--- src/rtl/sync_fifo_flags.sv ---
// rtl/sync_fifo_flags.sv - parametrised single-clock FIFO with threshold flags, count and sticky errors (FIFO_FWFT_EN selects first-word-fall-through)
module sync_fifo_flags #(
    parameter int WIDTH     = 8,
    parameter int DEPTH     = 16,
    parameter int AF_THRESH = DEPTH - 2,
    parameter int AE_THRESH = 2
) (
    input  logic                       clk,
    input  logic                       arst_n,
    input  logic                       wr_en,
    input  logic [WIDTH-1:0]           data_in,
    input  logic                       rd_en,
    output logic [WIDTH-1:0]           data_out,
    output logic                       full,
    output logic                       empty,
    output logic                       almost_full,
    output logic                       almost_empty,
    output logic [$clog2(DEPTH):0]     count,
    output logic                       overflow,
    output logic                       underflow,
    input  logic                       clr_err
);

    localparam int AW = $clog2(DEPTH);
    localparam int CW = AW + 1;

    localparam logic [CW-1:0] DEPTH_C = CW'(DEPTH);
    localparam logic [CW-1:0] AF_C    = CW'(AF_THRESH);
    localparam logic [CW-1:0] AE_C    = CW'(AE_THRESH);

    logic [WIDTH-1:0] mem_q [DEPTH];

    logic [AW-1:0] wr_ptr_q, wr_ptr_d;
    logic [AW-1:0] rd_ptr_q, rd_ptr_d;
    logic [CW-1:0] count_q, count_d;
    logic          overflow_q, overflow_d;
    logic          underflow_q, underflow_d;
    logic          wr_accept;
    logic          rd_accept;

    // Status flags decode the registered occupancy, so they trail the accepted op by one cycle.
    always_comb begin
        full         = (count_q == DEPTH_C);
        empty        = (count_q == '0);
        almost_full  = (count_q >= AF_C);
        almost_empty = (count_q <= AE_C);
        count        = count_q;
        overflow     = overflow_q;
        underflow    = underflow_q;
        // A write into a full FIFO is dropped even when a read frees a slot in the same cycle.
        wr_accept    = wr_en && !full;
        rd_accept    = rd_en && !empty;
    end

    // Next-state for pointers, occupancy and sticky error flags (a new error beats clr_err).
    always_comb begin
        wr_ptr_d    = wr_ptr_q;
        rd_ptr_d    = rd_ptr_q;
        count_d     = count_q;
        overflow_d  = overflow_q;
        underflow_d = underflow_q;

        if (wr_accept) begin
            wr_ptr_d = wr_ptr_q + AW'(1);
        end
        if (rd_accept) begin
            rd_ptr_d = rd_ptr_q + AW'(1);
        end

        case ({wr_accept, rd_accept})
            2'b10:   count_d = count_q + CW'(1);
            2'b01:   count_d = count_q - CW'(1);
            default: count_d = count_q;
        endcase

        if (clr_err) begin
            overflow_d  = 1'b0;
            underflow_d = 1'b0;
        end
        if (wr_en && full) begin
            overflow_d = 1'b1;
        end
        if (rd_en && empty) begin
            underflow_d = 1'b1;
        end
    end

    // Control state register; reset discards contents by zeroing pointers and count.
    always_ff @(posedge clk or negedge arst_n) begin
        if (!arst_n) begin
            wr_ptr_q    <= '0;
            rd_ptr_q    <= '0;
            count_q     <= '0;
            overflow_q  <= 1'b0;
            underflow_q <= 1'b0;
        end else begin
            wr_ptr_q    <= wr_ptr_d;
            rd_ptr_q    <= rd_ptr_d;
            count_q     <= count_d;
            overflow_q  <= overflow_d;
            underflow_q <= underflow_d;
        end
    end

    // Storage array is deliberately not reset.
    always_ff @(posedge clk) begin
        if (wr_accept) begin
            mem_q[wr_ptr_q] <= data_in;
        end
    end

`ifdef FIFO_FWFT_EN
    // Head word is presented combinationally while the FIFO holds data; rd_en only pops it.
    always_comb begin
        data_out = empty ? '0 : mem_q[rd_ptr_q];
    end
`else
    logic [WIDTH-1:0] data_out_q, data_out_d;

    // Output register loads the head word on an accepted read and holds otherwise.
    always_comb begin
        data_out_d = data_out_q;
        if (rd_accept) begin
            data_out_d = mem_q[rd_ptr_q];
        end
        data_out = data_out_q;
    end

    // Read data register.
    always_ff @(posedge clk or negedge arst_n) begin
        if (!arst_n) begin
            data_out_q <= '0;
        end else begin
            data_out_q <= data_out_d;
        end
    end
`endif

endmodule

--- config.mk ---
export PLATFORM = sky130hd
export DESIGN_NAME = sync_fifo_flags
export DESIGN_NICKNAME = d
export VERILOG_FILES = /design/src/rtl/sync_fifo_flags.sv
export SDC_FILE = /design/constraint.sdc
export NUM_CORES = 1
export LEC_CHECK = 0
export ABC_AREA = 1
export ABC_CLOCK_PERIOD_IN_PS = 2780
export CELL_PAD_IN_SITES_DETAIL_PLACEMENT = 1
export CELL_PAD_IN_SITES_GLOBAL_PLACEMENT = 1
export CORE_UTILIZATION = 49
export CTS_BUF_LIST = sky130_fd_sc_hd__clkbuf_4 sky130_fd_sc_hd__clkbuf_8
export CTS_CLUSTER_SIZE = 14
export DETAILED_ROUTE_END_ITERATION = 8
export GPL_ROUTABILITY_DRIVEN = 1
export HOLD_SLACK_MARGIN = 0.06
export PLACE_DENSITY = 0.8
export SLEW_MARGIN = 20
export SYNTH_ARGS = -nofsm -noshare
export SYNTH_HDL_FRONTEND = slang
export SYNTH_SLANG_ARGS = --single-unit
--- constraint.sdc ---
create_clock -name clk -period 2.78 [get_ports clk]
set_clock_uncertainty 0.15 [all_clocks]
set_input_delay 0.556 -clock clk [delete_from_list [all_inputs] [get_ports clk]]
set_output_delay 0.556 -clock clk [all_outputs]
set_load 0.05 [all_outputs]
== Word level (Yosys, flattened, before mapping) ==
Memory sizes are Yosys's and may differ from the RTL's. A register that Yosys moved wholly into a read port is not among the register bits.
Index checks and enable logic that the tools add are counted.

* $add $sub $neg: 4
* Magnitude comparators: 2
* Eq/ne operators: 3
* Mux-type cells: 6
* Reductions and logical operators: 11

{| class="wikitable"
|+ Operator list
! cell !! count
|-
| case mux 5 bit (2 select lines) || 1
|-
| adder 4 x 1 -> 4 bit, second input constant || 2
|-
| nonzero test 2 bit || 3
|-
| adder 5 x 1 -> 5 bit, second input constant || 1
|-
| equality test 5 bit, second input constant || 1
|-
| >= comparator 5 x 4 -> 1 bit, second input constant || 1
|-
| <= comparator 5 x 2 -> 1 bit, second input constant || 1
|-
| zero test 5 bit || 1
|-
| 2-to-1 mux 1 bit || 5
|-
| subtractor 5 x 1 -> 5 bit, second input constant || 1
|-
| logical AND 1 bit || 4
|-
| zero test 1 bit || 3
|-
| equality test 2 x 1 -> 1 bit, second input constant || 1
|-
| equality test 2 bit, second input constant || 1
|}

* Register bits after elaboration: 15
* RAM bits: 128
* Input bits: 13
* Output and inout port bits: 19
* Word-level logic and storage cells: 32
* Memories: 1

{| class="wikitable"
|+ Memory list
! memory !! words !! width !! read ports !! clocked after Yosys merged registers in !! write ports !! line !! source
|-
| mem_q || 16 || 8 || 1 || 1 || 1 || 31 || <nowiki>logic [WIDTH-1:0] mem_q [DEPTH];</nowiki>
|}

== Depth between registers and ports, before layout ==
* Word-level depth: 5
* Gate-level depth with buffers: 15
* Mapped depth without buffers: 14

== Worst setup path before layout ==
No wires, ideal clock.

* Path type: register to register
* Start: register count_q[3] (netlist: count[3])
* End: register count_q[4] (netlist: count[4])
* Library setup time: 0.118 ns
* Arrival time: 2.349 ns
* Data required time: 2.512 ns
* Slack: 0.163 ns
* Stages on the path, launching flop included: 16
* Path buffers: 1
* Period minus slack after synthesis: 2.617 ns
* Cells stage by stage: dfrtp_1 -> nor2_2 -> nand4_1 -> nand2_2 -> inv_2 -> buf_6 -> ha_1 -> xor2_1 -> ha_1 -> inv_1 -> nand2_1 -> nand3_1 -> nand2_1 -> xor2_1 -> nand2_1 -> nand2_1

* Cells in the longest elaborated chain, start to end: 5
* Elaborated cells on any way between the ends: 12
* Classes of those cells: add/sub: 2; eq/ne: 3; mux: 1; reduce/logical: 6

{| class="wikitable"
|+ RTL lines
! what !! line !! source
|-
| start, declared || 35 || <nowiki>logic [CW-1:0] count_q, count_d;</nowiki>
|-
| start signal, assigned || 99 || <nowiki>count_q <= count_d;</nowiki>
|-
| zero test 5 bit * || 44 || <nowiki>empty = (count_q == '0);</nowiki>
|-
| zero test 1 bit * || 52 || <nowiki>rd_accept = rd_en && !empty;</nowiki>
|-
| logical AND 1 bit * || 52 ||
|-
| via rd_accept || 39 || <nowiki>logic rd_accept;</nowiki>
|-
| equality test 2 x 1 -> 1 bit / equality test 2 bit (equally long branches) || 70 || <nowiki>case ({wr_accept, rd_accept})</nowiki>
|-
| case mux 5 bit (2 select lines) / nonzero test 2 bit (equally long branches) || n/a ||
|}

The timed path passes the listed nets; every way through them passes the cells marked *.
A chain may end at the register's enable or synchronous reset.

== Worst setup path in the final report ==
* Start: register count_q[2] (netlist: count[2])
* End: output port almost_full

* Cells in the longest elaborated chain, start to end: 1

{| class="wikitable"
|+ RTL lines
! what !! line !! source
|-
| >= comparator 5 x 4 -> 1 bit || 45 || <nowiki>almost_full = (count_q >= AF_C);</nowiki>
|-
| end, declared || 16 || <nowiki>output logic almost_full,</nowiki>
|}

Every way passes these cells.

==> summary.txt <==
Pwr
  – Peak VDD IR: 0.460 mV
  – Leakage: 3.46 nW
  – PD cells: 1040 nW/um2

Global route
  – Met2 usage: 46.7%
  – First-pass GRT wire length: 27,200 um
  – Remaining Overflow, GRT: 0
  – Initial antenna violation count: 0
  – GR peak layer: met2
  – Tot GR Track Use: 26.3%
  – Met3 Use GR: 5.27%
  – Vias in the first global route: 5,145
  – Largest net degree at the start of global routing: 67
  – Met1 usage: 30.8%

Placed design
  – Gpl congestion: 0.859
  – Pre-CTS WS: 82.0 ps
  – Placed Instances: 886
  – Detailed Place HPWL: 11,100 um
  – Port bufs: 31
  – DP Area: 7330 um2

Logic synthesis
  – Ys async rst share: 15.2%
  – Mapped Area: 6750 um2
  – Mapped Nets: 701
  – Ys Warns: 0
  – Seq cells post-synth: 151
  – Top cells by area, synth: edfxtp_1 57%, nand2_1 12%, dfrtp_1 8.5%, nand3_1 7.6%, inv_1 6.6%
  – Synth top area share: 56.9%
  – Cells after Synth: 679
  – Distinct cell type count after synthesis: 23
  – Count leader, synth: nand2_1
  – Post-Syn Area per Cell: 9.94 um2
  – Count of flip-flops with a built-in enable after synthesis: 128
  – Largest area contributor in the synthesized netlist: edfxtp_1
  – Commonest cells in the netlist: 224 x nand2_1, 128 x edfxtp_1, 118 x inv_1
  – Sequential share of the synthesized area: 65.5%
  – Ys flop type: edfxtp_1

Clocking
  – Root buffer cell: clkbuf_8
  – CTS tree: yes
  – CTS hold repair buffers: 0
  – Max clock buf depth: 2
  – Clock transition at path regs: 80 ps
  – Worst-Skew Late Latency: 450 ps
  – H-Tree Depth: 4
  – Total CTS buffers: 17
  – Clock sinks: 151

Floorplanning
  – Die Wd: 119 um
  – Initial Util: 50.6%
  – Die Height: 119 um
  – Top Ports: 32
  – Rows: 42
  – Die area: 14,300 um2
  – Core region area: 13,300 um2

Critical path
  – Maximum fanout count along the critical path: 6
  – Crit path kind: flop to output pin
  – Crit. End Element: output pin
  – Setup crit start: count[2]
  – Crit path launch type: flop
  – Worst R2R Start: count[2]
  – CP required: 2070 ps
  – Arr. time, crit path: 1930 ps

Drt
  – Initial drt markers: 317
  – WL/cell: 18.9 um
  – Remaining DRCs: 0
  – Vias: 4,782
  – Final WL: 17,300 um
  – Post-route ant nets: 0
  – Routed vias/inst: 5.21
  – DR pass1 iterations: 4

STA
  – Minimum clock period: 2640 ps
  – Final period util: 95.0%
  – Slew headroom: 45.7%
  – Worst-Margin Slew: 812 ps
  – Final hold viol count: 0
  – RSZ-0062 raised after global routing: no
  – Fin. max-slew vios: 0
  – # setup viols final: 0
  – Hold slack: 314 ps
  – Setup TNS: 0 ps
  – PnR worst setup slack: 140 ps
  – Max Freq: 379 MHz

Cells and area
  – Area occupied by registers: 4420 um2
  – Design area: 7730 um2
  – Non-filler instance count after layout: 917
  – Multi-input gate area: 1720 um2
  – Nets@finish: 751
  – Number of fill cells: 1,517
  – Area Growth Syn to Fin: 14.5%
  – Share of cells above drive strength 1: 7.69%
  – # diodes: 0

Min path
  – Hold Crit Class: input pin to async pin

Run status
  – Outcome: completed

Job
  – Max_cap viols: 0
metrics by stage:
stage,power (mW),util [%]
2_1_floorplan,5.26,-
3_3_place_gp,6.17,54.9
3_5_place_dp,6.35,54.9
4_1_cts,8.11,57.9
5_1_grt,8.48,57.9
6_report,8.06,57.9
final timing paths:
| kind | end | slack (ps) | cells past startpoint |
|---|---|---|---|
| setup / recovery | almost_full | 140 | 3 |
| hold / removal | data_out[2] | 310 | 2 |
| setup reg to reg | count[4] | 390 | 14 |
| hold reg to reg | data_out[5] | 350 | 2 |
| max in group asynchronous | rd_ptr_q[0] | 1910 | 2 |
| min in group clk | data_out[5] | 350 | 2 |
report_power, final:
group	leakage [nW]	switching [mW]	internal (mW)
Sequential	1.44	0.223	2.80
Clock	0.203	0.776	0.961
Combinational	1.82	2.33	0.973
Total	3.46	3.33	4.73
per-layer routing:
layer	wire length, um	part of all wire (%)	vias to the layer above
met4	397	2.3	0
li1	-	-	2262
met3	804	4.6	28
met1	7020	40	2371
met2	9120	53	121
met5	0	0	-
what timing repair did:
item	in CTS	in global routing
setup buffers	0	0
resized for setup	3	0
endpoints found under the hold margin	0	0
setup endpoints to repair	3	0
kinds of logic after synthesis:
family / synth area share, %
buf+inv: 9.14
fa+ha+maj: 1.67
simple gates: 21.4
flops: 65.5
xor+xnor: 1.30
compound gates: 1.04
state kept, by name (all words and copies together) (netlist names):
| register | flops |
|---|---|
| count | 5 |
| data_out | 8 |
| mem_q | 128 |
| overflow | 1 |
| rd_ptr_q | 4 |
| underflow | 1 |
| wr_ptr_q | 4 |
area by class of cell:
type,instances,share of cell area (%)
sequential,151,57.2
multi-input combinational,380,22.2
timing repair buffer,57,6.65
inverter,122,5.92
clock buffer,18,3.12
tap,176,2.85
clock inverter,13,2.09
placed cells by master (no fill, tap or decap):
| cell | count |
|---|---|
| a21boi_0 | 1 |
| a21oi_1 | 2 |
| buf_12 | 1 |
| buf_4 | 25 |
| bufinv_16 | 4 |
| clkbuf_4 | 1 |
| clkbuf_8 | 17 |
| clkdlybuf4s50_1 | 28 |
| clkinv_1 | 7 |
| clkinv_2 | 3 |
| clkinvlp_4 | 1 |
| dfrtp_1 | 22 |
| dfrtp_2 | 1 |
| dlygate4sd2_1 | 3 |
| edfxtp_1 | 128 |
| ha_1 | 9 |
| inv_1 | 118 |
| inv_2 | 2 |
| nand2_1 | 224 |
| nand2_2 | 1 |
| nand3_1 | 103 |
| nand4_1 | 2 |
| nor2_1 | 17 |
| nor2_2 | 1 |
| o21ai_0 | 8 |
| o21ai_1 | 1 |
| o21bai_1 | 1 |
| xnor2_1 | 1 |
| xor2_1 | 9 |
critical path, stage by stage (launching register included):
cell,delay (ps)
dfrtp_1,490
nand3_1,120
nand2_1,80
clkdlybuf4s50_1,800
No activity file was read; power rests on OpenSTA's default activity.
